[src/rtl/serial_adder_pkg.sv]
// Shared definitions for the bit-serial adder: FSM state encoding and default width.
package serial_adder_pkg;

    localparam int unsigned DEFAULT_WIDTH = 8;

    typedef enum logic [1:0] {
        ST_IDLE = 2'd0,
        ST_RUN  = 2'd1,
        ST_DONE = 2'd2
    } state_e;

endpackage

[src/rtl/serial_fa_cell.sv]
// Combinational 1-bit full adder built from two half-adder stages and an OR.
module serial_fa_cell (
    input  logic i_a,
    input  logic i_b,
    input  logic i_cin,
    output logic o_s,
    output logic o_cout
);

    logic w_hs1_s;
    logic w_hs1_c;
    logic w_hs2_c;

    assign w_hs1_s = i_a ^ i_b;
    assign w_hs1_c = i_a & i_b;
    assign o_s     = w_hs1_s ^ i_cin;
    assign w_hs2_c = w_hs1_s & i_cin;
    assign o_cout  = w_hs1_c | w_hs2_c;

endmodule

[src/rtl/serial_adder.sv]
// Bit-serial adder: operands accepted over valid/ready, summed LSB-first one bit
// per clock through a single full-adder cell, result presented over valid/ready.
module serial_adder
    import serial_adder_pkg::*;
#(
    parameter int unsigned WIDTH = DEFAULT_WIDTH
) (
    input  logic             clk,
    input  logic             rst,
    input  logic             in_valid,
    output logic             in_ready,
    input  logic [WIDTH-1:0] a,
    input  logic [WIDTH-1:0] b,
    output logic             out_valid,
    input  logic             out_ready,
    output logic [WIDTH-1:0] sum,
    output logic             co
);

    localparam int unsigned CNT_W = (WIDTH > 1) ? $clog2(WIDTH) : 1;

    state_e           r_state;
    state_e           w_state_nxt;
    logic [WIDTH-1:0] r_a_sh;
    logic [WIDTH-1:0] r_b_sh;
    logic [WIDTH-1:0] r_sum_sh;
    logic [WIDTH-1:0] r_sum;
    logic [CNT_W-1:0] r_cnt;
    logic             r_carry;
    logic             r_co;
    logic             r_in_ready;
    logic             r_out_valid;

    logic             w_s_bit;
    logic             w_carry_nxt;
    logic             w_accept;
    logic             w_last;
    logic [WIDTH-1:0] w_sum_nxt;

    serial_fa_cell u_fa (
        .i_a    (r_a_sh[0]),
        .i_b    (r_b_sh[0]),
        .i_cin  (r_carry),
        .o_s    (w_s_bit),
        .o_cout (w_carry_nxt)
    );

    assign w_accept  = (r_state == ST_IDLE) && in_valid && r_in_ready;
    assign w_last    = (r_state == ST_RUN) && (r_cnt == CNT_W'(WIDTH - 1));
    assign w_sum_nxt = {w_s_bit, r_sum_sh[WIDTH-1:1]};

    // State register
    always_ff @(posedge clk or posedge rst) begin
        if (rst) begin
            r_state <= ST_IDLE;
        end else begin
            r_state <= w_state_nxt;
        end
    end

    // Next-state decode; the unused encoding falls back to IDLE
    always_comb begin
        w_state_nxt = r_state;
        case (r_state)
            ST_IDLE: if (w_accept)  w_state_nxt = ST_RUN;
            ST_RUN:  if (w_last)    w_state_nxt = ST_DONE;
            ST_DONE: if (out_ready) w_state_nxt = ST_IDLE;
            default:                w_state_nxt = ST_IDLE;
        endcase
    end

    // Datapath and registered handshake outputs
    always_ff @(posedge clk or posedge rst) begin
        if (rst) begin
            r_a_sh      <= '0;
            r_b_sh      <= '0;
            r_sum_sh    <= '0;
            r_sum       <= '0;
            r_cnt       <= '0;
            r_carry     <= 1'b0;
            r_co        <= 1'b0;
            r_in_ready  <= 1'b1;
            r_out_valid <= 1'b0;
        end else begin
            r_in_ready  <= (w_state_nxt == ST_IDLE);
            r_out_valid <= (w_state_nxt == ST_DONE);
            if (w_accept) begin
                r_a_sh   <= a;
                r_b_sh   <= b;
                r_sum_sh <= '0;
                r_cnt    <= '0;
                r_carry  <= 1'b0;
            end else if (r_state == ST_RUN) begin
                r_a_sh   <= r_a_sh >> 1;
                r_b_sh   <= r_b_sh >> 1;
                r_sum_sh <= w_sum_nxt;
                r_cnt    <= r_cnt + CNT_W'(1);
                r_carry  <= w_carry_nxt;
                // Publish the result together with the final bit
                if (w_last) begin
                    r_sum <= w_sum_nxt;
                    r_co  <= w_carry_nxt;
                end
            end
        end
    end

    assign in_ready  = r_in_ready;
    assign out_valid = r_out_valid;
    assign sum       = r_sum;
    assign co        = r_co;

endmodule

[config.mk]
export PLATFORM = sky130hd
export DESIGN_NAME = serial_adder
export DESIGN_NICKNAME = d
export VERILOG_FILES = /design/src/rtl/serial_adder_pkg.sv /design/src/rtl/serial_fa_cell.sv /design/src/rtl/serial_adder.sv
export SDC_FILE = /design/constraint.sdc
export NUM_CORES = 1
export LEC_CHECK = 0
export ABC_AREA = 1
export BUFFER_PORTS_ARGS = -buffer_cell sky130_fd_sc_hd__buf_2
export CAP_MARGIN = 15
export CORE_MARGIN = 2
export CORE_UTILIZATION = 30
export CTS_CLUSTER_DIAMETER = 200
export DETAILED_ROUTE_END_ITERATION = 8
export GPL_TIMING_DRIVEN = 1
export SLEW_MARGIN = 20
export SYNTH_ARGS = -nofsm -noshare
export SYNTH_HDL_FRONTEND = slang
export SYNTH_HIERARCHICAL = 1
export SYNTH_SLANG_ARGS = --single-unit
[constraint.sdc]
create_clock -name clk -period 2 [get_ports clk]
set_input_delay 0.1 -clock clk [delete_from_list [all_inputs] [get_ports clk]]
set_output_delay 0.1 -clock clk [all_outputs]
set_load 0.005 [all_outputs]
# Word-level counts from Yosys, hierarchy flattened
# Index checks and enable logic that the tools add are counted.
[word_totals]
ff_bits = 41
inputBits = 20
output_inout_bits = 11
elab_cells = 42
[op_classes]
add_sub_neg = 1
eq_ne = 4
n_mux = 14
bitwise = 6
reduce_logical = 7
[op_table]
columns = ["cell", "n"]
rows = [
  ["$mux 8", 6],
  ["$mux 2", 3],
  ["$mux 3", 2],
  ["$pmux 2 s3", 1],
  ["$eq 2x2->1 const B", 2],
  ["$logic_not 2->1", 2],
  ["$add 3x1->3 const B", 1],
  ["$eq 3x3->1 const B", 1],
  ["$logic_and 1x1->1", 3],
  ["$reduce_and 3->1", 1],
  ["$and 1x1->1", 2],
  ["$eq 2x1->1 const B", 1],
  ["$mux 1", 2],
  ["$reduce_bool 2->1", 1],
  ["$xor 1x1->1", 2],
  ["$not 1->1", 1],
  ["$or 1x1->1", 1],
]

# Longest topological paths before layout
# Gate-level depths: netlist (run 1).
[depth]
word_depth = 6
depth_mapped = 7
ltp_nobuf = 7

# Modules after synthesis
# Netlist (run 1), hierarchy kept.
[by_module_without_submodules]
columns = ["module", "n_inst", "cells_each", "area_each_um2"]
rows = [
  ["serial_adder", 1, 187, 1712.9],
  ["serial_fa_cell", 1, 1, 20.0],
]

# Worst setup path before layout (run 1)
# No wires, ideal clock.
[synth_timing]
path_type = "reg2reg"
from = "reg r_cnt[0]"
to = "reg r_out_valid, in the netlist out_valid"
setup_ps = 128
arrival_ps = 1136
required_time_ps = 1872
path_slack_ps = 736
path_stages_with_launch = 6
cell_sequence = "dfrtp_1 ha_1 ha_1 nand2_2 buf_6 o31ai_1"
[synth_between]
elab_chain_len = 5
[synth_rtl]
columns = ["item", "line_no", "source"]
rows = [
  ["start: declaration", "serial_adder.sv:28", "logic [CNT_W-1:0] r_cnt;"],
  ["start signal: assignment", "serial_adder.sv:97", "r_cnt <= r_cnt + CNT_W'(1);"],
  ["$eq 3x3->1", "serial_adder.sv:49", "assign w_last = (r_state == ST_RUN) && (r_cnt == CNT_W'(WIDTH - 1));"],
  ["$logic_and 1x1->1", "serial_adder.sv:49", ""],
  ["$mux 2", "serial_adder.sv:66", "ST_RUN: if (w_last) w_state_nxt = ST_DONE;"],
  ["$pmux 2 s3", "serial_adder.sv:64", "case (r_state)"],
  ["$eq 2x2->1", "serial_adder.sv:86", "r_out_valid <= (w_state_nxt == ST_DONE);"],
  ["end signal: assignment", "serial_adder.sv:86", ""],
  ["end: declaration", "serial_adder.sv:32", "logic r_out_valid;"],
]
# No other way between the ends.
# A chain may end at the register's enable or synchronous reset.

# Final worst setup path (run 1)
[layout_timing]
from = "reg r_in_ready, in the netlist in_ready"
to = "reg r_a_sh[0]"
[layout_between]
elab_chain_len = 2
[layout_rtl]
columns = ["item", "line_no", "source"]
rows = [
  ["start: declaration", "serial_adder.sv:31", "logic r_in_ready;"],
  ["start signal: assignment", "serial_adder.sv:85", "r_in_ready <= (w_state_nxt == ST_IDLE);"],
  ["$logic_and 1x1->1 *", "serial_adder.sv:48", "assign w_accept = (r_state == ST_IDLE) && in_valid && r_in_ready;"],
  ["$mux 8 / $reduce_bool 2->1 (equally long branches)", "n/a", ""],
  ["end signal: assignment", "serial_adder.sv:94", "r_a_sh <= r_a_sh >> 1;"],
  ["end: declaration", "serial_adder.sv:24", "logic [WIDTH-1:0] r_a_sh;"],
]
# Mark *: on every way between the ends. The rest lies on a longest branch, timed or not.

==> impl_metrics.json, run 1 <==
{
  "routed_wirelength_um": 3700,
  "die_width_um": 80,
  "power.density_mw_per_mm2": 1540,
  "setup_viol_count_final": 0,
  "dpl_worst_slack_ns": 0.516,
  "syn_avg_cell_area_um2": 9.22,
  "fin_skew_ns": 0.00522,
  "drc": 0,
  "rr_worst_depth": 6,
  "first_iter_violations": 93,
  "numCtsBuffers": 5,
  "chipHeight_um": 80,
  "critPathLaunch": "in_ready$_DFF_PP1_",
  "hold_viol": 0,
  "ant_nets": 0,
  "initial_utilization": 0.313,
  "clk_pin_slew_ns": 0.08,
  "p_int_mw": 2.05,
  "grt_use_total": 0.130,
  "cp_num_cells": 6,
  "via_per_inst": 4.61,
  "layoutNonFillerInstCount": 296,
  "path_max_fanout": 14,
  "peakVddDrop_v": 0.000399,
  "slowest_delay_ns": 0.53,
  "p_comb_frac": 0.358,
  "hold_ws_ns": 0.0129,
  "required_ns": 2.18,
  "min_path_type": "primary input to register",
  "gp_congestion": 0.731,
  "crit_buf_inv": 2,
  "dieArea_mm2": 0.00640,
  "tns_ns": 0,
  "grt_max_degree": 41,
  "period_minus_slack_ns": 1.47,
  "postLayoutCoreUtil": 0.380,
  "fillers": 593,
  "synth-seq-cells": 40,
  "h-tree-depth": 2,
  "port_buffers": 30,
  "timing.fmax_ghz": 0.679,
  "cts_resized": 0,
  "multi_input_area_um2": 629,
  "num_rows": 27,
  "cpLargestDelayFamily": "flip-flops",
  "syn_inst": 188,
  "dp_cells": 287,
  "antenna_cells": 0,
  "p_switching_mw": 1.19,
  "pwr-share-clk": 0.222,
  "crit_type": "register to register",
  "ff_latch_area_mm2": 0.00100,
  "yosys_warnings": 6,
  "fin_nets": 246,
  "vias": 1364,
  "io_pins": 31,
  "status": "finished, final reports clean",
  "min_path_cells": 3,
  "synth_area_leader_cell": "dfrtp_1",
  "synth_cell_types": 20,
  "max_cap_violations": 0,
  "maxSlewViolCount": 0,
  "first_pass_iters": 4,
  "fin_crit_sh": 0.737,
  "sw_frac_of_total": 0.369,
  "fin_ws_ns": 0.527,
  "ys_top_cells_by_area": "dfrtp_1 56%, nand3_1 14%, nand2_1 11%",
  "syn_nets": 211,
  "timing.rr.start": "in_ready$_DFF_PP1_",
  "synth_seq_area_share": 0.578,
  "core_mm2": 0.00554,
  "grt-ovfl-total": 0,
  "netlist.area_leader.share": 0.563,
  "worstSetupStartpointType": "register",
  "crit_end": "r_a_sh[0]$_DFFE_PP0P_",
  "clock-sinks": 40,
  "cp.arrival_ns": 1.65,
  "wire_per_inst_um": 12.5,
  "reg2reg_slack_ns": 0.53,
  "end_kind": "register",
  "insertion_delay_ns": 0.29,
  "clock_path_buffers": 2,
  "regToRegEndpoint": "r_a_sh[0]$_DFFE_PP0P_",
  "antenna_found_initial": 0,
  "first_global_vias": 1357,
  "grt_pass1_wl_um": 6290,
  "cp_slowest_cell": "dfstp_2",
  "power_leakage_nw": 1.09,
  "worst_slew_pin_slew_ns": 0.503,
  "max_slew_margin": 0.665,
  "area_delta_synth_final_pct": 21.5,
  "grt_setup_unrepaired": "false",
  "seq_power_share": 0.419,
  "layout-drive-gt1-share": 0.246,
  "root_buffer": "clkbuf_8",
  "dp_hpwl_um": 2550,
  "cts_tree": "done",
  "cp_cell_sequence": "nand2_1, inv_1, nand2_1, buf_4, nand3_1, nand3_1",
  "syn_area_mm2": 0.00173
}
-- worst reg2reg max path, cell delays in order, from the launching register on --
cell and delay, ns:
dfstp_2 0.53, nand2_1 0.04, inv_1 0.07, nand2_1 0.28
buf_4 0.30, nand3_1 0.08, nand3_1 0.07
-- sequential cells by signal (all words and copies together), names as in the netlist --
signal and count:
out_valid 1, sum 8, r_state 2, r_a_sh 8
co 1, in_ready 1, r_carry 1, r_sum_sh 7
r_b_sh 8, r_cnt 3
-- power groups by stage --
stage / Sequential (mW) / Clock (mW) / Combinational (mW)
floorplan: 1.35 / 0 / 0.829
global placement: 1.36 / 0 / 1.16
detailed placement: 1.38 / 0 / 1.18
CTS: 1.36 / 0.741 / 1.19
global route: 1.40 / 0.775 / 1.35
finish: 1.36 / 0.720 / 1.16
-- per-stage QoR --
step	cell area [um2]	power (mW)
2_1_floorplan	1730	2.18
3_3_place_gp	1970	2.52
3_5_place_dp	1970	2.56
4_1_cts	2110	3.29
5_1_grt	2110	3.53
6_report	2110	3.24
-- cells in the final DEF (no fill, tap or decap) --
master and count:
nand2_1 51, nand3_1 47, dfrtp_1 39, buf_2 30, inv_1 13, o21ai_0 10
clkbuf_8 7, o21ai_2 6, buf_4 6, o31ai_1 2, ha_1 2, nor2_2 1
inv_2 1, nor2_4 1, nand3b_1 1, nand2_2 1, nor3_1 1, nor2_1 1
bufinv_16 1, dlygate4sd3_1 1, dfstp_2 1, fa_1 1
-- final cells by class --
class	count	area share
Inverter	14	0.0250
Multi-Input combinational cell	125	0.299
Tap cell	72	0.0428
Sequential cell	40	0.476
Clock inverter	1	0.0143
Timing Repair Buffer	37	0.0974
Clock buffer	7	0.0458
-- cell families (layout without fill, tap and decap cells) --
kind of cell / Yosys count / count (layout) / synth area share
AO/OA/AOI/OAI: 18 / 18 / 0.0679
AND/OR/NAND/NOR: 104 / 104 / 0.269
adder cells (fa/ha/maj): 3 / 3 / 0.0260
buffers and inverters: 23 / 59 / 0.0585
flip-flops: 40 / 40 / 0.578
-- synth_stat cells --
master / instances
buf_6: 1
nor3_1: 1
ha_1: 2
nand2_1: 51
nand2_2: 1
fa_1: 1
nor2_1: 1
dfstp_2: 1
o31ai_1: 2
buf_2: 6
inv_2: 1
inv_1: 13
nand3_1: 47
clkbuf_1: 2
nor2_4: 1
nor2_2: 1
o21ai_0: 10
o21ai_2: 6
dfrtp_1: 39
nand3b_1: 1
-- metal layers --
metal	GRT usage	share of wire
met1	0.166	0.46
met2	0.204	0.48
met3	0.0385	0.039
met4	0.0559	0.022
met5	0	0
-- worst min path at each step --
stage,start,endpoint
floorplan,out_ready,out_valid$_DFF_PP0_
global placement,rst,sum[0]$_DFFE_PP0P_
detailed placement,rst,co$_DFFE_PP0P_
CTS,b[7],r_b_sh[7]$_DFFE_PP0P_
global route,out_ready,r_state[1]$_DFF_PP0_
finish,a[7],r_a_sh[7]$_DFFE_PP0P_
-- timing repair --
| item | CTS | global route |
|---|---|---|
| setup endpoints to repair | 0 | 0 |
| hold buffers | 1 | 0 |
| setup buffers | 0 | 0 |
| hold endpoints to repair | 39 | 0 |
Power figures use the tool's default switching activity.
==> run 2: changes to the inputs <==
clock period = 1.35 ns   (was 2 ns; I/O delays follow)
==> impl_metrics.json, run 2 (synthesis results as in run 1) <==
{
  "status": "finished, final reports clean",
  "p_comb_frac": 0.420,
  "numCtsBuffers": 5,
  "path_max_fanout": 8,
  "h-tree-depth": 2,
  "critPathLaunch": "r_cnt[0]$_DFFE_PP0P_",
  "crit_type": "register to register",
  "required_ns": 1.57,
  "vias": 1397,
  "layoutNonFillerInstCount": 307,
  "ant_nets": 0,
  "end_kind": "register",
  "cp.arrival_ns": 1.48,
  "placed_area_mm2": 0.00207,
  "grt_pass1_wl_um": 6240,
  "hold_ws_ns": 0.0344,
  "dp_cells": 295,
  "antenna_cells": 0,
  "grt_setup_unrepaired": "false",
  "area_delta_synth_final_pct": 28.2,
  "grt-ovfl-total": 0,
  "clock_path_buffers": 2,
  "slowest_delay_ns": 0.40,
  "pwr-share-clk": 0.156,
  "chipHeight_um": 80,
  "cts_tree": "done",
  "p_total_mw": 4.73,
  "setup_viol_count_final": 0,
  "dp_hpwl_um": 2660,
  "routed_wirelength_um": 3740,
  "peakVddDrop_v": 0.000710,
  "grt_use_met2": 0.211,
  "max_cap_violations": 0,
  "power.density_mw_per_mm2": 2130,
  "reg2reg_slack_ns": 0.09,
  "first_global_vias": 1396,
  "maxSlewViolCount": 0,
  "root_buffer": "clkbuf_8",
  "seq_power_share": 0.424,
  "gp_congestion": 0.740,
  "fin_skew_ns": 0.00966,
  "die_width_um": 80,
  "drc": 0,
  "min_from": "a[4]",
  "dieArea_mm2": 0.00640,
  "initial_utilization": 0.313,
  "final_cell_mix": "49 x nand2_1, 47 x nand3_1, 39 x dfrtp_1, 30 x buf_2, 13 x inv_1",
  "io_pins": 31,
  "via_per_inst": 4.55,
  "grtUsageMet3": 0.0339,
  "clock-sinks": 40,
  "cp_num_cells": 6,
  "sw_frac_of_total": 0.379,
  "hold_viol": 0,
  "dpl_worst_slack_ns": 0.0518,
  "clk_pin_slew_ns": 0.08,
  "wire_per_inst_um": 12.2,
  "power_leakage_nw": 1.15,
  "first_iter_violations": 123,
  "insertion_delay_ns": 0.28,
  "cpLargestDelayFamily": "adder cells",
  "rr_worst_depth": 6,
  "grt_use_total": 0.126,
  "design_area_mm2": 0.00222,
  "p_int_mw": 2.94,
  "first_pass_iters": 4,
  "final_common_cell": "nand2_1",
  "cp_slowest_cell": "dfrtp_1",
  "num_rows": 27,
  "grt_max_degree": 41,
  "port_buffers": 30,
  "postLayoutCoreUtil": 0.401,
  "timing.rr.start": "r_cnt[0]$_DFFE_PP0P_",
  "layout-drive-gt1-share": 0.277,
  "fin_ws_ns": 0.0937,
  "min_path_cells": 3,
  "worst_slew_pin_slew_ns": 0.212,
  "grt_busiest_layer": "met2",
  "core_mm2": 0.00554,
  "fin_crit_sh": 0.931,
  "p_switching_mw": 1.79,
  "period_minus_slack_ns": 1.26,
  "timing.fmax_ghz": 0.796,
  "tns_ns": 0,
  "min_path_type": "primary input to register",
  "grtUsageMet1": 0.159,
  "max_slew_margin": 0.858,
  "worstSetupStartpointType": "register",
  "cts_setup_buffers": 0,
  "fin_nets": 258,
  "antenna_found_initial": 0,
  "crit_buf_inv": 1,
  "cp_cell_sequence": "ha_1, ha_2, nand2_4, clkbuf_16, nand2_1, o21ai_2"
}
## run 2: worst min-delay path, stage by stage
cell     delay, ns
buf_2         0.08
nand3_1       0.07
nand3_1       0.08
## run 2: routing by layer
layer  vias up  part of all wire
met5         -                 0
met4         0            0.0096
met3         5             0.032
met2        26              0.47
met1       658              0.49
li1        708                 -
## run 2: path summary, 6_finish.rpt
kind,to
worst max register to register,sum[5]$_DFFE_PP0P_
min in group asynchronous,sum[6]$_DFFE_PP0P_
worst min register to register,sum[2]$_DFFE_PP0P_
worst min-delay path,r_a_sh[4]$_DFFE_PP0P_
max in group asynchronous,in_ready$_DFF_PP1_
worst max-delay path,sum[5]$_DFFE_PP0P_
## run 2: layout make-up
type | count | area, um2
tap | 72 | 90.1
timing repair buffer | 49 | 358
sequential | 40 | 1000
multi-input combinational | 125 | 642
inverter | 14 | 52.6
clock inverter | 1 | 5.00
fill | 556 | 3320
clock buffer | 6 | 72.6
## run 2: repair_timing
action | 4_1_cts | 5_1_grt
setup endpoints to repair | 0 | 15
hold buffers | 4 | 0
endpoints found under the hold margin | 43 | 0
gates resized for setup | 0 | 4
## run 2: power groups by stage
stage / logic, mW / clock network, mW / registers, mW
2_1_floorplan: 1.23 / 0 / 2.00
3_3_place_gp: 1.93 / 0 / 2.02
3_5_place_dp: 1.97 / 0 / 2.03
4_1_cts: 1.99 / 0.778 / 2.01
5_1_grt: 2.28 / 0.826 / 2.06
6_report: 1.99 / 0.737 / 2.00
